==> config.mk <==
export PLATFORM = sky130hd
export DESIGN_NAME = serial_reg_bridge
export DESIGN_NICKNAME = d
export VERILOG_FILES = /design/src/rtl/serial_reg_bridge.sv
export SDC_FILE = /design/constraint.sdc
export NUM_CORES = 1
export LEC_CHECK = 0
export BUFFER_PORTS_ARGS = -buffer_cell sky130_fd_sc_hd__buf_2
export CAP_MARGIN = 20
export CELL_PAD_IN_SITES_DETAIL_PLACEMENT = 1
export CELL_PAD_IN_SITES_GLOBAL_PLACEMENT = 1
export CORE_UTILIZATION = 40
export DETAILED_ROUTE_END_ITERATION = 8
export PLACE_DENSITY_LB_ADDON = 0.08
export SLEW_MARGIN = 10
export SYNTH_ARGS = -nofsm -noshare
export SYNTH_HDL_FRONTEND = slang
export SYNTH_SLANG_ARGS = --single-unit
==> constraint.sdc <==
create_clock -name clk -period 3.34 [get_ports clk]
set_input_delay 0.668 -clock clk [delete_from_list [all_inputs] [get_ports clk]]
set_output_delay 0.668 -clock clk [all_outputs]
set_load 0.01 [all_outputs]
==> src/rtl/serial_reg_bridge.sv <==
// Byte-stream to register-bus bridge: decodes {wr, inc, cnt} packets from a serial
// receiver into register read/write requests and returns read data to the transmitter.
module serial_reg_bridge #(
    parameter int TIMEOUT_CYCLES = 50000
) (
    input  logic       clk,
    input  logic       rst,
    input  logic [7:0] rx_data,
    input  logic       new_rx_data,
    output logic [7:0] tx_data,
    output logic       new_tx_data,
    input  logic       tx_busy,
    output logic [5:0] reg_addr,
    output logic       write,
    output logic       new_req,
    output logic [7:0] write_value,
    input  logic [7:0] read_value
);

    localparam int TW = (TIMEOUT_CYCLES > 1) ? $clog2(TIMEOUT_CYCLES + 1) : 1;
    localparam logic [TW-1:0] TIMEOUT_VAL = TW'(TIMEOUT_CYCLES);

    typedef enum logic [2:0] {
        IDLE,
        ADDR,
        WDATA,
        RREQ,
        RWAIT,
        RSEND
    } state_t;

    state_t        state, state_d;
    logic          wr, wr_d;
    logic          inc, inc_d;
    logic [5:0]    cnt, cnt_d;
    logic [5:0]    addr, addr_d;
    logic [TW-1:0] timer, timer_d;

    logic [7:0]    tx_data_d;
    logic          new_tx_data_d;
    logic [5:0]    reg_addr_d;
    logic          write_d;
    logic          new_req_d;
    logic [7:0]    write_value_d;

    // Address advance after each issued request; 6-bit add wraps 3F -> 00.
    function automatic logic [5:0] step_addr(input logic [5:0] a, input logic do_inc);
        return do_inc ? a + 6'd1 : a;
    endfunction

    function automatic logic [TW-1:0] tick(input logic [TW-1:0] t);
        return t + TW'(1);
    endfunction

    always_ff @(posedge clk) begin
        if (rst) begin
            state       <= IDLE;
            wr          <= 1'b0;
            inc         <= 1'b0;
            cnt         <= '0;
            addr        <= '0;
            timer       <= '0;
            tx_data     <= '0;
            new_tx_data <= 1'b0;
            reg_addr    <= '0;
            write       <= 1'b0;
            new_req     <= 1'b0;
            write_value <= '0;
        end else begin
            state       <= state_d;
            wr          <= wr_d;
            inc         <= inc_d;
            cnt         <= cnt_d;
            addr        <= addr_d;
            timer       <= timer_d;
            tx_data     <= tx_data_d;
            new_tx_data <= new_tx_data_d;
            reg_addr    <= reg_addr_d;
            write       <= write_d;
            new_req     <= new_req_d;
            write_value <= write_value_d;
        end
    end

    always_comb begin
        state_d       = state;
        wr_d          = wr;
        inc_d         = inc;
        cnt_d         = cnt;
        addr_d        = addr;
        timer_d       = '0;
        tx_data_d     = tx_data;
        new_tx_data_d = 1'b0;
        reg_addr_d    = reg_addr;
        write_d       = write;
        new_req_d     = 1'b0;
        write_value_d = write_value;

        case (state)
            IDLE: begin
                if (new_rx_data) begin
                    wr_d    = rx_data[7];
                    inc_d   = rx_data[6];
                    cnt_d   = rx_data[5:0];
                    state_d = ADDR;
                end
            end

            ADDR: begin
                if (new_rx_data) begin
                    addr_d  = rx_data[5:0];
                    state_d = wr ? WDATA : RREQ;
                end else if (timer == TIMEOUT_VAL) begin
                    state_d = IDLE;
                end else begin
                    timer_d = tick(timer);
                end
            end

            WDATA: begin
                if (new_rx_data) begin
                    new_req_d     = 1'b1;
                    write_d       = 1'b1;
                    write_value_d = rx_data;
                    reg_addr_d    = addr;
                    addr_d        = step_addr(addr, inc);
                    if (cnt == 6'd0) begin
                        state_d = IDLE;
                    end else begin
                        cnt_d = cnt - 6'd1;
                    end
                end else if (timer == TIMEOUT_VAL) begin
                    // Abandon the packet; writes already issued are not undone.
                    state_d = IDLE;
                end else begin
                    timer_d = tick(timer);
                end
            end

            RREQ: begin
                new_req_d  = 1'b1;
                write_d    = 1'b0;
                reg_addr_d = addr;
                addr_d     = step_addr(addr, inc);
                state_d    = RWAIT;
            end

            RWAIT: begin
                // read_value is valid the cycle after the controller samples new_req,
                // i.e. once our registered strobe has dropped again.
                if (!new_req) begin
                    tx_data_d = read_value;
                    state_d   = RSEND;
                end
            end

            RSEND: begin
                if (!tx_busy) begin
                    new_tx_data_d = 1'b1;
                    if (cnt == 6'd0) begin
                        state_d = IDLE;
                    end else begin
                        cnt_d   = cnt - 6'd1;
                        state_d = RREQ;
                    end
                end
            end

            default: state_d = IDLE;
        endcase
    end

endmodule

==> results.txt, run 1 <==
Async S/R FF share, synth = 0
GR Util met2 = 0.3482
Netlist Area Pre-Place = 2761 um^2
H-tree levels = 3
Top FF cell, synth = dfxtp_1
fmax = 483.1 MHz
startpoint type of the worst setup path = flip-flop
hold_buf cts = 0
postcts setup bufs = 0
final hold slack = 0.4519 ns
I/O Buffers = 44
Sw Pwr = 0.0003949 W
first-pass GRT wire length = 12140 um
Total Neg Setup Slack = 0 ns
Hold Crit Class = reg2reg
Starting Density = 0.4252
share of cells above drive strength 1 = 0.1821
status = complete, no violations
vias per cell = 5.550
Unique masters post-synth = 51
Clock Latency Late Sink = 0.34 ns
Synth warnings = 0
Fin Clk Skew = 0.007808 ns
period utilization = 0.6197
DR pass1 iterations = 4
Worst-path clk slew = 0.06 ns
Comb power frac = 0.112
Cells after Synth = 334
Cell Int Power = 0.001078 W
number of synthesized flops with an enable pin = 0
met3 Use GR = 0.05837
Placer Congestion = 0.8238
fillers = 812
RSZ-0062 raised after global routing = false
core box area = 6495 um^2
vias in the first global route = 2478
worst reg2reg startpoint = state[2]
# resized after CTS = 0
Crit. End Element = flip-flop
gr ovfl total = 0
endpoints failing setup = 0
Synth Register Bits = 58
Critical Path Start = state[2]
die area = 7239 um^2
largest net degree at the start of global routing = 33
Seq/Total Area, Yosys = 0.4205
met1 Track Usage GR = 0.2672
DIE HEIGHT = 85.09 um
# IOs = 45
vias = 2531
Worst Path Max Fanout = 17
crit path kind = reg2reg
peak supply drop = 0.2514 mV
ANT cells = 0
Seq pwr share = 0.499
number of buffers created by CTS = 9
Post-Layout Cell Count = 456
Sw Share = 0.2680
total track usage = 0.2159
CTS Root Cell = clkbuf_8
fin util = 0.4914
Final Power = 0.001473 W
CTS tree = built
Crit path arrival time = 2.31 ns
Cells after DPL = 441
synth-to-layout area growth = 15.59%
Core Rows = 29
DRC violations left = 0
Avg Inst Size Synth = 8.268 um^2
WL final = 7305 um
CTS Sinks = 58
Clk network pwr share = 0.389
Slew Limit Fails = 0
Syn Nets = 358
global route hottest layer = met2
final hold viol count = 0
HP Start = tx_data[6]
initial antenna violation count = 0
1st-iter DRT viols = 71
WL/cell = 16.02 um
Req. time, crit path = 3.58 ns
DP HPWL = 5216 um
Worst slew margin = 0.4302
Tmin final = 2.070 ns
worst slew pin tran = 0.8482 ns
Leak = 1.223 nW
Die X = 85.09 um
clk buf depth = 2
MaxCap Viol Count = 0
PwrDens = 461.6 nW/um^2
Total Nets Final = 399
antenna violation net count after detailed routing = 0
registers in the layout, indices dropped and copies added, names as in the netlist:
register     cells
timer           16
tx_data          8
write_value      8
addr             6
cnt              6
reg_addr         6
state            3
inc              1
new_req          1
new_tx_data      1
wr               1
write            1
layer usage:
metal | part of all wire | wire (um)
met5 | 0 | 0
met4 | 0.029 | 212
met3 | 0.038 | 278
met2 | 0.47 | 3468
met1 | 0.46 | 3345
critical path, stage by stage (launching register included):
cell      delay [ns]
dfxtp_1         0.64
nand2b_1        0.47
mux2i_1         0.13
buf_4           0.21
a31o_2          0.25
o32ai_1         0.27
per-stage QoR:
step,setup slack (ns),cell area [um^2]
CTS,1.283,3192
floorplan,1.590,2761
global placement,1.367,3022
detailed placement,1.303,3022
global route,1.040,3192
finish,1.270,3192
synth_stat cells, types with 2 or more instances:
library cell / n / area share
dfxtp_1: 58 / 0.42
nand2_1: 53 / 0.072
nor2_1: 41 / 0.056
a21oi_1: 32 / 0.058
mux2i_1: 14 / 0.051
clkbuf_1: 12 / 0.016
inv_1: 11 / 0.015
nand3_1: 9 / 0.016
nor3_1: 8 / 0.014
xnor2_1: 8 / 0.025
nand4_1: 7 / 0.016
nand2b_1: 6 / 0.014
o32ai_1: 6 / 0.019
o21ai_0: 5 / 0.0091
xor2_1: 5 / 0.016
ha_1: 4 / 0.018
a21o_1: 3 / 0.0082
buf_2: 3 / 0.0054
nand4b_1: 3 / 0.0095
nor4_1: 3 / 0.0068
or3_1: 3 / 0.0068
and2_1: 2 / 0.0045
and3_1: 2 / 0.0045
and4_1: 2 / 0.0063
nand3b_1: 2 / 0.0054
nor2b_1: 2 / 0.0045
nor3b_1: 2 / 0.0054
o31a_1: 2 / 0.0063
o31ai_1: 2 / 0.0054
or2_2: 2 / 0.0045
or4_1: 2 / 0.0054
power groups by stage:
stage / clock network [W] / registers, W / logic (W)
3_3_place_gp: 0 / 0.000749 / 0.000161
2_1_floorplan: 0 / 0.000741 / 0.000119
6_report: 0.000573 / 0.000736 / 0.000165
3_5_place_dp: 0 / 0.000751 / 0.000163
4_1_cts: 0.000590 / 0.000735 / 0.000165
5_1_grt: 0.000622 / 0.000739 / 0.000183
cell type report:
type                    instances  area (um^2)  share of cell area
clock buffers                  12        155.1             0.04861
clock inverters                 3        15.01            0.004704
inverters                      12        45.04             0.01411
multi-input cells             248         1484              0.4649
flip-flops and latches         58         1161              0.3638
well taps                      77        96.34             0.03018
repair buffers                 46        235.2             0.07370
cells by family (layout without fill, tap and decap cells):
| family | after synthesis | count (layout) | synth area share |
|---|---|---|---|
| mux | 15 | 15 | 0.05482 |
| xor+xnor | 13 | 13 | 0.04123 |
| simple gates | 152 | 152 | 0.2633 |
| buf+inv | 28 | 73 | 0.04213 |
| compound gates | 64 | 64 | 0.1600 |
| fa+ha+maj | 4 | 4 | 0.01812 |
| flops | 58 | 58 | 0.4205 |
final timing paths:
kind	to	slack [ns]	cells after the start
worst min-delay path	tx_data[6]	0.45	2
worst max-delay path	cnt[4]	1.27	5
worst max register to register	cnt[4]	1.27	5
worst min register to register	tx_data[6]	0.45	2
cell usage in the layout, fill, tap and decap left out, types with 3 or more instances in the layout:
cell type  count
nand4b_1       3
inv_1         11
nor2_1        41
clkbuf_8      11
nor3_1         8
nand4_1        7
xor2_1         5
o21ai_0        5
a21oi_1       32
a21o_1         3
nor4_1         3
buf_2         44
dfxtp_1       58
xnor2_1        8
or3_1          3
nand3_1        9
o32ai_1        6
mux2i_1       14
nand2_1       53
clkinv_2       3
nand2b_1       6
ha_1           4
Power figures use the tool's default switching activity.
==> inputs of run 2 (changes only) <==
- CORE_UTILIZATION: 40 -> 37
- clock period: 3.34 -> 1.85 ns (I/O delays scaled with it)
==> run 2 against run 1 <==
Net effect:
- wire length down 1.9%
- critical path type unchanged
- clock power grew 130%
- final cell count increased by 8.1%
- via count rose by 0.75%
- global-route usage shrank 1.9 points
==> results.txt, run 2 (synthesized netlist as in run 1, its figures left out) <==
Worst Path Max Fanout = 16
Tmin final = 1.764 ns
Hold Crit Class = in2reg
number of buffers created by CTS = 9
DR pass1 iterations = 4
Leak = 1.314 nW
Crit path buffers/inverters = 0
vias in the first global route = 2452
status = complete, no violations
final hold viol count = 0
# IOs = 45
reg2reg path depth = 4
startpoint type of the worst setup path = flip-flop
I/O Buffers = 44
Sw Pwr = 0.0007322 W
top flop regs = timer: 16 flops, tx_data: 8 flops, write_value: 8 flops
Crit path arrival time = 1.98 ns
Cell Int Power = 0.002217 W
Final Power = 0.002950 W
CP Cell Sequence = or4_4 -> o41ai_4 -> a211o_4 -> nor2_1
core box area = 7214 um^2
worst slew pin tran = 0.5035 ns
leading cell type in the layout, fill and taps excluded = dfxtp_1
Placer Congestion = 0.7989
Stages on worst setup path = 4
share of cells above drive strength 1 = 0.2234
hold_buf cts = 0
fmax = 566.8 MHz
period utilization = 0.9536
WL final = 7166 um
Req. time, crit path = 2.07 ns
die area = 7813 um^2
largest net degree at the start of global routing = 20
Worst slew margin = 0.6625
Top reg by flops = timer
Seq pwr share = 0.448
max reg flops = 16
DIE HEIGHT = 88.39 um
Slew Limit Fails = 0
commonest non-fill, non-tap cells in the layout = 57 x dfxtp_1, 53 x nand2_1, 44 x buf_2
Core Rows = 31
Crit path largest cell delay = 0.53 ns
total track usage = 0.1970
Total Nets Final = 413
postcts setup bufs = 0
WL/cell = 14.54 um
vias per cell = 5.172
1st-iter DRT viols = 94
Sw Share = 0.2482
Clock Latency Late Sink = 0.33 ns
Die X = 88.39 um
antenna violation net count after detailed routing = 0
vias = 2550
PwrDens = 871.2 nW/um^2
gr ovfl total = 0
Hold Path Cell Cnt = 3
Comb power frac = 0.112
RSZ-0062 raised after global routing = false
DP HPWL = 5272 um
Worst-path clk slew = 0.07 ns
cell with the biggest individual delay on the critical path = or4_4
final hold slack = 0.2685 ns
Starting Density = 0.3828
Total Neg Setup Slack = 0 ns
ANT cells = 0
CTS Root Cell = clkbuf_8
delay-heaviest family, CP = compound AO/OA/AOI/OAI gates
initial antenna violation count = 0
# resized after CTS = 0
CTS Sinks = 58
fillers = 885
Crit. End Element = flip-flop
crit path kind = reg2reg
peak supply drop = 0.4596 mV
CTS tree = built
MaxCap Viol Count = 0
Clk network pwr share = 0.440
clk buf depth = 2
first-pass GRT wire length = 11720 um
DRC violations left = 0
synth-to-layout area growth = 22.61%
endpoints failing setup = 0
H-tree levels = 3
Fin Clk Skew = 0.008238 ns
-- run 2: changes by cell type in the layout (fill, tap and decap cells not counted), sizes merged --
| cell | change |
|---|---|
| bufinv | +2 |
| clkbuf | -1 |
| clkinvlp | +1 |
| clkinv | -1 |
| buf | +14 |
-- run 2: power by group through the flow --
| stage | registers [W] | clock network, W | logic, W |
|---|---|---|---|
| 6_report | 0.00132 | 0.00130 | 0.000330 |
| 5_1_grt | 0.00133 | 0.00142 | 0.000368 |
| 3_5_place_dp | 0.00135 | 0 | 0.000329 |
| 2_1_floorplan | 0.00134 | 0 | 0.000214 |
| 3_3_place_gp | 0.00135 | 0 | 0.000326 |
| 4_1_cts | 0.00132 | 0.00135 | 0.000331 |
-- run 2: stage by stage --
stage	setup WS, ns	instances	area [um^2]	utilization
final	0.08584	493	3386	0.4693
after global placement	0.03960	477	3154	0.4372
after global routing	0.001235	493	3386	0.4693
after CTS	0.04310	493	3373	0.4676
after detailed placement	0.05955	477	3154	0.4372
after floorplan	0.09957	334	2761	-
-- run 2: metal layers --
layer / track usage / part of all wire / up-vias
li1: - / - / 1281
met1: 0.2443 / 0.48 / 1221
met2: 0.3231 / 0.48 / 37
met3: 0.05410 / 0.032 / 11
met4: 0.08065 / 0.014 / 0
met5: 0 / 0 / -
-- run 2: final cells by class --
cell class              instances  area (um^2)  share of cell area
clock buffers                  11        141.4             0.04176
multi-input cells             248         1495              0.4416
repair buffers                 60        340.3              0.1005
clock inverters                 5        77.57             0.02291
well taps                      99        123.9             0.03659
inverters                      12        45.04             0.01330
flip-flops and latches         58         1162              0.3433
-- run 2: final timing paths --
kind                       start             end  slack (ns)
setup / recovery       timer[10]       timer[12]        0.09
hold / removal     read_value[0]      tx_data[0]        0.27
hold reg to reg   write_value[6]  write_value[6]        0.45
setup reg to reg       timer[10]       timer[12]        0.09
-- run 2: worst reg2reg max path: stages (launching register included) --
cell	delay, ns
dfxtp_1	0.34
or4_4	0.53
o41ai_4	0.43
a211o_4	0.27
nor2_1	0.08
